[src/rtl/isp_frame_ctrl_pkg.sv]
// Shared encodings for the ISP frame sequencer: FSM states, stage-enable bit indices
// and the in-flight counter width.
package isp_frame_ctrl_pkg;

    localparam logic [1:0] STATE_IDLE  = 2'd0;
    localparam logic [1:0] STATE_RUN   = 2'd1;
    localparam logic [1:0] STATE_DRAIN = 2'd2;

    localparam int unsigned MODE_DEMOSAIC = 0;
    localparam int unsigned MODE_DENOISE  = 1;
    localparam int unsigned MODE_MEAN     = 2;
    localparam int unsigned MODE_GAMMA    = 3;
    localparam int unsigned NUM_STAGES    = MODE_GAMMA + 1;

    typedef logic [NUM_STAGES-1:0] mode_t;

    // Wide enough for MAX_INFLIGHT up to 3.
    localparam int unsigned INFL_W = 2;

endpackage

[src/rtl/isp_frame_ctrl_if.sv]
// Pixel-side and pipeline-side handshake plus status signals of the frame sequencer.
interface isp_frame_ctrl_if #(
    parameter int unsigned CNT_W = 16
) ();
    import isp_frame_ctrl_pkg::*;

    mode_t            mode;
    logic             valid_in;
    logic             last_pic_in;
    logic             in_ready;
    logic             pipe_valid;
    mode_t            cfg_en;
    logic             valid_out;
    logic             last_pic_out;
    logic             busy;
    logic             frame_done;
    logic [CNT_W-1:0] frame_cnt;
    logic             err_timeout;

    modport slave (
        input  mode, valid_in, last_pic_in, valid_out, last_pic_out,
        output in_ready, pipe_valid, cfg_en, busy, frame_done, frame_cnt, err_timeout
    );

    modport master (
        output mode, valid_in, last_pic_in, valid_out, last_pic_out,
        input  in_ready, pipe_valid, cfg_en, busy, frame_done, frame_cnt, err_timeout
    );

endinterface

[src/rtl/isp_stall_wdog.sv]
// Stall watchdog: counts cycles without progress and pulses expire_o when the count
// reaches all-ones, then restarts from zero.
module isp_stall_wdog #(
    parameter int unsigned TIMEOUT_W = 20
) (
    input  logic clk,
    input  logic rst_n,
    input  logic clr_i,
    output logic expire_o
);

    localparam logic [TIMEOUT_W-1:0] CntOne = TIMEOUT_W'(1);

    logic [TIMEOUT_W-1:0] cnt_q, cnt_d;

    assign expire_o = ~clr_i & (&cnt_q);

    always_comb begin
        cnt_d = cnt_q + CntOne;
        if (clr_i || expire_o) begin
            cnt_d = '0;
        end
    end

    always_ff @(posedge clk or negedge rst_n) begin
        if (!rst_n) begin
            cnt_q <= '0;
        end else begin
            cnt_q <= cnt_d;
        end
    end

endmodule

[src/rtl/isp_frame_ctrl.sv]
// Frame-level sequencer for the ISP pipeline: gates input pixels, latches stage enables
// only at frame boundaries, tracks frames in flight and drains before a mode change.
module isp_frame_ctrl
    import isp_frame_ctrl_pkg::*;
#(
    parameter int unsigned MAX_INFLIGHT = 2,
    parameter int unsigned TIMEOUT_W    = 20,
    parameter int unsigned CNT_W        = 16
) (
    input logic             clk,
    input logic             rst_n,
    isp_frame_ctrl_if.slave ctrl_io
);

    localparam logic [INFL_W-1:0] MaxInfl = INFL_W'(MAX_INFLIGHT);
    localparam logic [CNT_W-1:0]  CntOne  = CNT_W'(1);

    logic [1:0]        state_q, state_d;
    logic [INFL_W-1:0] inflight_q, inflight_d;
    logic              in_frame_q, in_frame_d;
    mode_t             cfg_en_q, cfg_en_d;
    logic              frame_done_q;
    logic [CNT_W-1:0]  frame_cnt_q, frame_cnt_d;
    logic              err_q;

    logic in_ready;
    logic accept;
    logic eof_in;
    logic eof_out;
    logic out_done;
    logic mode_diff;
    logic wdog_clr;
    logic wdog_expire;

    assign mode_diff = ctrl_io.mode != cfg_en_q;
    assign accept    = ctrl_io.valid_in & in_ready;
    assign eof_in    = accept & ctrl_io.last_pic_in;
    assign eof_out   = ctrl_io.valid_out & ctrl_io.last_pic_out;
    // An output frame end only counts when a frame is actually outstanding.
    assign out_done  = eof_out & (inflight_q != '0);

    always_comb begin
        in_ready = 1'b0;
        case (state_q)
            STATE_IDLE:  in_ready = 1'b1;
            STATE_RUN:   in_ready = in_frame_q | ((inflight_q < MaxInfl) & ~mode_diff);
            STATE_DRAIN: in_ready = 1'b0;
            default:     in_ready = 1'b0;
        endcase
    end

    always_comb begin
        inflight_d = inflight_q;
        if (eof_in && !out_done) begin
            inflight_d = inflight_q + 2'd1;
        end else if (!eof_in && out_done) begin
            inflight_d = inflight_q - 2'd1;
        end

        in_frame_d = in_frame_q;
        if (eof_in) begin
            in_frame_d = 1'b0;
        end else if (accept) begin
            in_frame_d = 1'b1;
        end

        state_d  = state_q;
        cfg_en_d = cfg_en_q;
        case (state_q)
            STATE_IDLE: begin
                if (accept) begin
                    cfg_en_d = ctrl_io.mode;
                    state_d  = STATE_RUN;
                end
            end
            STATE_RUN: begin
                // Mid-frame mode changes wait for the frame's last pixel.
                if ((eof_in || !in_frame_q) && mode_diff) begin
                    state_d = STATE_DRAIN;
                end
            end
            STATE_DRAIN: begin
                if (inflight_d == '0) begin
                    state_d = STATE_IDLE;
                end
            end
            default: state_d = STATE_IDLE;
        endcase

        if (wdog_expire) begin
            inflight_d = '0;
            in_frame_d = 1'b0;
            state_d    = STATE_IDLE;
        end
    end

    assign frame_cnt_d = out_done ? frame_cnt_q + CntOne : frame_cnt_q;
    assign wdog_clr    = ctrl_io.valid_out | (inflight_q == '0);

    isp_stall_wdog #(
        .TIMEOUT_W (TIMEOUT_W)
    ) u_wdog (
        .clk      (clk),
        .rst_n    (rst_n),
        .clr_i    (wdog_clr),
        .expire_o (wdog_expire)
    );

    always_ff @(posedge clk or negedge rst_n) begin
        if (!rst_n) begin
            state_q      <= STATE_IDLE;
            inflight_q   <= '0;
            in_frame_q   <= 1'b0;
            cfg_en_q     <= '0;
            frame_done_q <= 1'b0;
            frame_cnt_q  <= '0;
            err_q        <= 1'b0;
        end else begin
            state_q      <= state_d;
            inflight_q   <= inflight_d;
            in_frame_q   <= in_frame_d;
            cfg_en_q     <= cfg_en_d;
            frame_done_q <= out_done;
            frame_cnt_q  <= frame_cnt_d;
            err_q        <= err_q | wdog_expire;
        end
    end

    assign ctrl_io.in_ready    = in_ready;
    assign ctrl_io.pipe_valid  = accept;
    assign ctrl_io.cfg_en      = cfg_en_q;
    assign ctrl_io.busy        = state_q != STATE_IDLE;
    assign ctrl_io.frame_done  = frame_done_q;
    assign ctrl_io.frame_cnt   = frame_cnt_q;
    assign ctrl_io.err_timeout = err_q;

endmodule

[src/flat_wrapper.sv]
// flat-port wrapper written by rule: the top's interface ports become plain ports
module isp_frame_ctrl_flat import isp_frame_ctrl_pkg::*;
#(
    parameter int unsigned MAX_INFLIGHT = 2,
    parameter int unsigned TIMEOUT_W    = 20,
    parameter int unsigned CNT_W        = 16
)
  (clk, rst_n, ctrl_io_mode, ctrl_io_valid_in, ctrl_io_last_pic_in, ctrl_io_valid_out, ctrl_io_last_pic_out, ctrl_io_in_ready, ctrl_io_pipe_valid, ctrl_io_cfg_en, ctrl_io_busy, ctrl_io_frame_done, ctrl_io_frame_cnt, ctrl_io_err_timeout);
  isp_frame_ctrl_if #(.CNT_W(CNT_W)) ctrl_io_i ();
  input logic clk;
  input logic rst_n;
  input wire logic [$bits(ctrl_io_i.mode)-1:0] ctrl_io_mode;
  input wire logic [$bits(ctrl_io_i.valid_in)-1:0] ctrl_io_valid_in;
  input wire logic [$bits(ctrl_io_i.last_pic_in)-1:0] ctrl_io_last_pic_in;
  input wire logic [$bits(ctrl_io_i.valid_out)-1:0] ctrl_io_valid_out;
  input wire logic [$bits(ctrl_io_i.last_pic_out)-1:0] ctrl_io_last_pic_out;
  output wire logic [$bits(ctrl_io_i.in_ready)-1:0] ctrl_io_in_ready;
  output wire logic [$bits(ctrl_io_i.pipe_valid)-1:0] ctrl_io_pipe_valid;
  output wire logic [$bits(ctrl_io_i.cfg_en)-1:0] ctrl_io_cfg_en;
  output wire logic [$bits(ctrl_io_i.busy)-1:0] ctrl_io_busy;
  output wire logic [$bits(ctrl_io_i.frame_done)-1:0] ctrl_io_frame_done;
  output wire logic [$bits(ctrl_io_i.frame_cnt)-1:0] ctrl_io_frame_cnt;
  output wire logic [$bits(ctrl_io_i.err_timeout)-1:0] ctrl_io_err_timeout;
  assign ctrl_io_i.mode = ctrl_io_mode;
  assign ctrl_io_i.valid_in = ctrl_io_valid_in;
  assign ctrl_io_i.last_pic_in = ctrl_io_last_pic_in;
  assign ctrl_io_i.valid_out = ctrl_io_valid_out;
  assign ctrl_io_i.last_pic_out = ctrl_io_last_pic_out;
  assign ctrl_io_in_ready = ctrl_io_i.in_ready;
  assign ctrl_io_pipe_valid = ctrl_io_i.pipe_valid;
  assign ctrl_io_cfg_en = ctrl_io_i.cfg_en;
  assign ctrl_io_busy = ctrl_io_i.busy;
  assign ctrl_io_frame_done = ctrl_io_i.frame_done;
  assign ctrl_io_frame_cnt = ctrl_io_i.frame_cnt;
  assign ctrl_io_err_timeout = ctrl_io_i.err_timeout;
  isp_frame_ctrl #(.MAX_INFLIGHT(MAX_INFLIGHT), .TIMEOUT_W(TIMEOUT_W), .CNT_W(CNT_W)) u_core (.clk(clk), .rst_n(rst_n), .ctrl_io(ctrl_io_i));
endmodule
[config.mk]
export PLATFORM = sky130hd
export DESIGN_NAME = isp_frame_ctrl_flat
export DESIGN_NICKNAME = d
export VERILOG_FILES = /design/src/rtl/isp_frame_ctrl_pkg.sv /design/src/rtl/isp_frame_ctrl_if.sv /design/src/rtl/isp_stall_wdog.sv /design/src/rtl/isp_frame_ctrl.sv /design/src/flat_wrapper.sv
export SDC_FILE = /design/constraint.sdc
export NUM_CORES = 1
export LEC_CHECK = 0
export ABC_AREA = 1
export CELL_PAD_IN_SITES_DETAIL_PLACEMENT = 1
export CELL_PAD_IN_SITES_GLOBAL_PLACEMENT = 1
export CORE_MARGIN = 3
export CORE_UTILIZATION = 41
export DETAILED_ROUTE_END_ITERATION = 10
export GPL_ROUTABILITY_DRIVEN = 0
export PLACE_DENSITY = 0.87
export SYNTH_ARGS = -nofsm -noshare
export SYNTH_HDL_FRONTEND = slang
export SYNTH_HIERARCHICAL = 1
export SYNTH_SLANG_ARGS = --single-unit
[constraint.sdc]
create_clock -name clk -period 2 [get_ports clk]
set_input_delay 0.5 -clock clk [delete_from_list [all_inputs] [get_ports clk]]
set_output_delay 0.5 -clock clk [all_outputs]
set_load 0.005 [all_outputs]
==> reports/metrics.csv <==
metric,value,unit
outcome,finished clean,
final setup violation count,0,
"Cell Area, Synth",0.002611,sq mm
Yosys Warn Count,6,
sw power,1203,uW
Final Util,55.45,%
CTS tree,built,
multi-input logic area,0.001275,sq mm
routed vias,2229,
die area,0.007363,sq mm
Final Non-Filler Cells,447,
Remaining DRCs,0,
HP Class,in2async,
Worst Setup End Kind,output port,
fraction of layout cells with a size suffix above 1,26.34,%
"slowest stage delay, CP",0.45,ns
fmax,509.3,MHz
via count of the first global-routing pass,2354,
HPWL after DPL,4844,um
Initial Util,43.08,%
Crit Path Class,reg2out,
DIE WIDTH,85.81,um
CP arrival,1.46,ns
largest net degree at the start of global routing,30,
GR Overflow Total,0,
Vias/cell,4.987,
clock root cell,clkbuf_8,
post-synth cell types,29,
Total Negative Setup Slacks,0,ns
FP Rows,28,
Seq cells post-synth,47,
worst skew pair latency,0.32,ns
worst hold margin,0.1339,ns
Final ANT Viol Nets,0,
CTS buffer count,5,
Critical Path RT,1.50,ns
worst-margin pin slew,0.4898,ns
antenna diode count,0,
CP Launch Type,register,
shortest period the worst path allows,1.963,ns
sequential share of the synthesized area,45.04,%
H-Tree Depth,2,
cell area power density,944.3,mW/mm^2
Sw Share,37.90,%
Iter 0 DRT Violations,121,
total track usage,19.88,%
Clock power frac,18.8,%
Pre-antenna DRT Iters,4,
clock skew,0.01866,ns
fill count,730,
mean post-synth cell area,8.675,sq um
Top Ports,35,
Rel. slew slack,67.35,%
Flop pwr share,41.0,%
Cells after Synth,301,
final hold violation count,0,
area grow syn2layout,28.70,%
dpl ws,-0.6393,ns
VDD IR max,0.6346,mV
CTS Buffer Depth,2,
Sink Count,47,
first-pass GRT wire length,11450,um
routed wire length,7217,um
CP Cell Sequence,"nor2_2, inv_1, clkdlybuf4s50_1",
Vert. Die Dim,85.81,um
Max-cap violations,0,
initial antenna violation count,0,
"Reg clk slew, reported paths",0.10,ns
post-synth net total,314,
maximum fanout along the worst path,4,
total core area,0.006061,sq mm
"Slew Viols, Final",0,
placed cells,427,
Layout Nets,384,
drt wl/cell,16.15,um
final worst path period share,98.17,%
register area,0.001176,sq mm
Logic pwr share,40.2,%
unrepaired setup endpoints after global routing,true,
"Slowest-stage cell, CP",clkdlybuf4s50_1,
LEAKAGE,0.001599,uW
PortBufs,34,
final setup margin,0.03655,ns
cts hold-fix bufs,0,
Int Power,1971,uW
routing by layer:
| layer | vias to the layer above | track usage [%] | routed length (um) |
|---|---|---|---|
| met5 | - | 0 | 0 |
| met3 | 16 | 3.458 | 175 |
| met2 | 33 | 35.17 | 3957 |
| met1 | 1109 | 23.78 | 2907 |
| li1 | 1071 | - | - |
| met4 | 0 | 8.201 | 177 |
flip-flops by register name, indices dropped and copies added, names as in the netlist:
signal / count
u_core/in_frame_q: 1
u_core/u_wdog/cnt_q: 20
u_core/inflight_q: 2
u_core/state_q: 2
u_core/ctrl_io.cfg_en: 4
u_core/ctrl_io.frame_done: 1
u_core/ctrl_io.frame_cnt: 16
u_core/ctrl_io.err_timeout: 1
area by class of cell:
class,instances,area share [%]
Inverter,39,4.468
Tap cell,75,2.792
Clock buffer,6,2.159
Timing Repair Buffer,65,17.27
Sequential cell,47,35.00
Clock inverter,2,0.3723
Multi-Input combinational cell,213,37.94
layout by cell type (no fill, tap or decap), types with 5 or more instances in the layout:
cell type	synthesis	routed
dfrtp_1	47	47
nand3_1	19	19
clkbuf_8	0	5
nor2_1	27	25
nand2_1	71	70
buf_4	0	30
nor2_2	23	25
nor2_4	5	5
inv_1	37	34
nand2_2	5	6
xor2_1	19	19
o21ai_0	5	5
clkdlybuf4s50_1	0	25
xnor2_1	6	6
power by group through the flow:
stage               Sequential (uW)  Combinational (uW)  Clock [uW]
global route                   1330                1390         662
CTS                            1290                1130         604
global placement               1280                 998           0
floorplan                      1260                 601           0
finish                         1300                1270         597
detailed placement             1300                1060           0
through the flow:
step	power [uW]	area [sq um]
4_1_cts	3020	3267
6_report	3174	3361
2_1_floorplan	1864	2611
3_5_place_dp	2358	3156
3_3_place_gp	2282	3156
5_1_grt	3383	3361
worst max-delay path, delay by kind of cell (launching register included):
kind / cells / cell delay (ns)
flops: 1 / 0.43
buf+inv: 2 / 0.52
simple gates: 1 / 0.21
repair_timing:
item                       4_1_cts  5_1_grt
buffers inserted                 4        8
resized for setup               14       13
pin swaps                        5        8
setup endpoints to repair        4        8
synth_stat cells:
| cell type | number | share of area, % |
|---|---|---|
| ha_1 | 3 | 1.4 |
| nor3_2 | 2 | 0.77 |
| nand3b_4 | 1 | 0.77 |
| buf_12 | 2 | 1.5 |
| nor2_2 | 23 | 5.5 |
| xnor2_1 | 6 | 2.0 |
| dfrtp_1 | 47 | 45 |
| nand3_1 | 19 | 3.6 |
| nand4_2 | 1 | 0.48 |
| nand2_4 | 2 | 0.86 |
| nor2_1 | 27 | 3.9 |
| nand3_4 | 1 | 0.67 |
| nand3b_1 | 1 | 0.29 |
| a32o_1 | 1 | 0.38 |
| nand2_2 | 5 | 1.2 |
| nor4_4 | 1 | 0.81 |
| nand3_2 | 5 | 1.9 |
| inv_2 | 1 | 0.14 |
| nand4_1 | 4 | 0.96 |
| xor2_1 | 19 | 6.4 |
| nand2_1 | 71 | 10 |
| nor3_1 | 3 | 0.57 |
| o21bai_1 | 3 | 0.86 |
| o21ai_0 | 5 | 0.96 |
| nor2_4 | 5 | 2.2 |
| or2_2 | 2 | 0.48 |
| clkinv_2 | 1 | 0.19 |
| a21oi_1 | 3 | 0.57 |
| inv_1 | 37 | 5.3 |
final timing paths:
path / startpoint / to / slack, ns / cells past startpoint
min in group clk: u_core/ctrl_io.err_timeout / u_core/ctrl_io.err_timeout / 0.47 / 1
worst max-delay path: u_core/state_q[0] / ctrl_io_busy / 0.04 / 3
worst max register to register: u_core/u_wdog/cnt_q[0] / u_core/state_q[1] / 0.06 / 13
max in group asynchronous: rst_n / u_core/ctrl_io.frame_cnt[12] / 1.33 / 2
worst min register to register: u_core/ctrl_io.err_timeout / u_core/ctrl_io.err_timeout / 0.47 / 1
worst min-delay path: rst_n / u_core/in_frame_q / 0.13 / 1
cells by family after synthesis:
family / share of synthesized area, %
AOI/OAI and AO/OA: 2.779
buffers and inverters: 7.187
and+or+nand+nor: 35.17
xor gates and xnor gates: 8.385
adders and majority gates: 1.438
DFF: 45.04
Power figures use the tool's default switching activity.
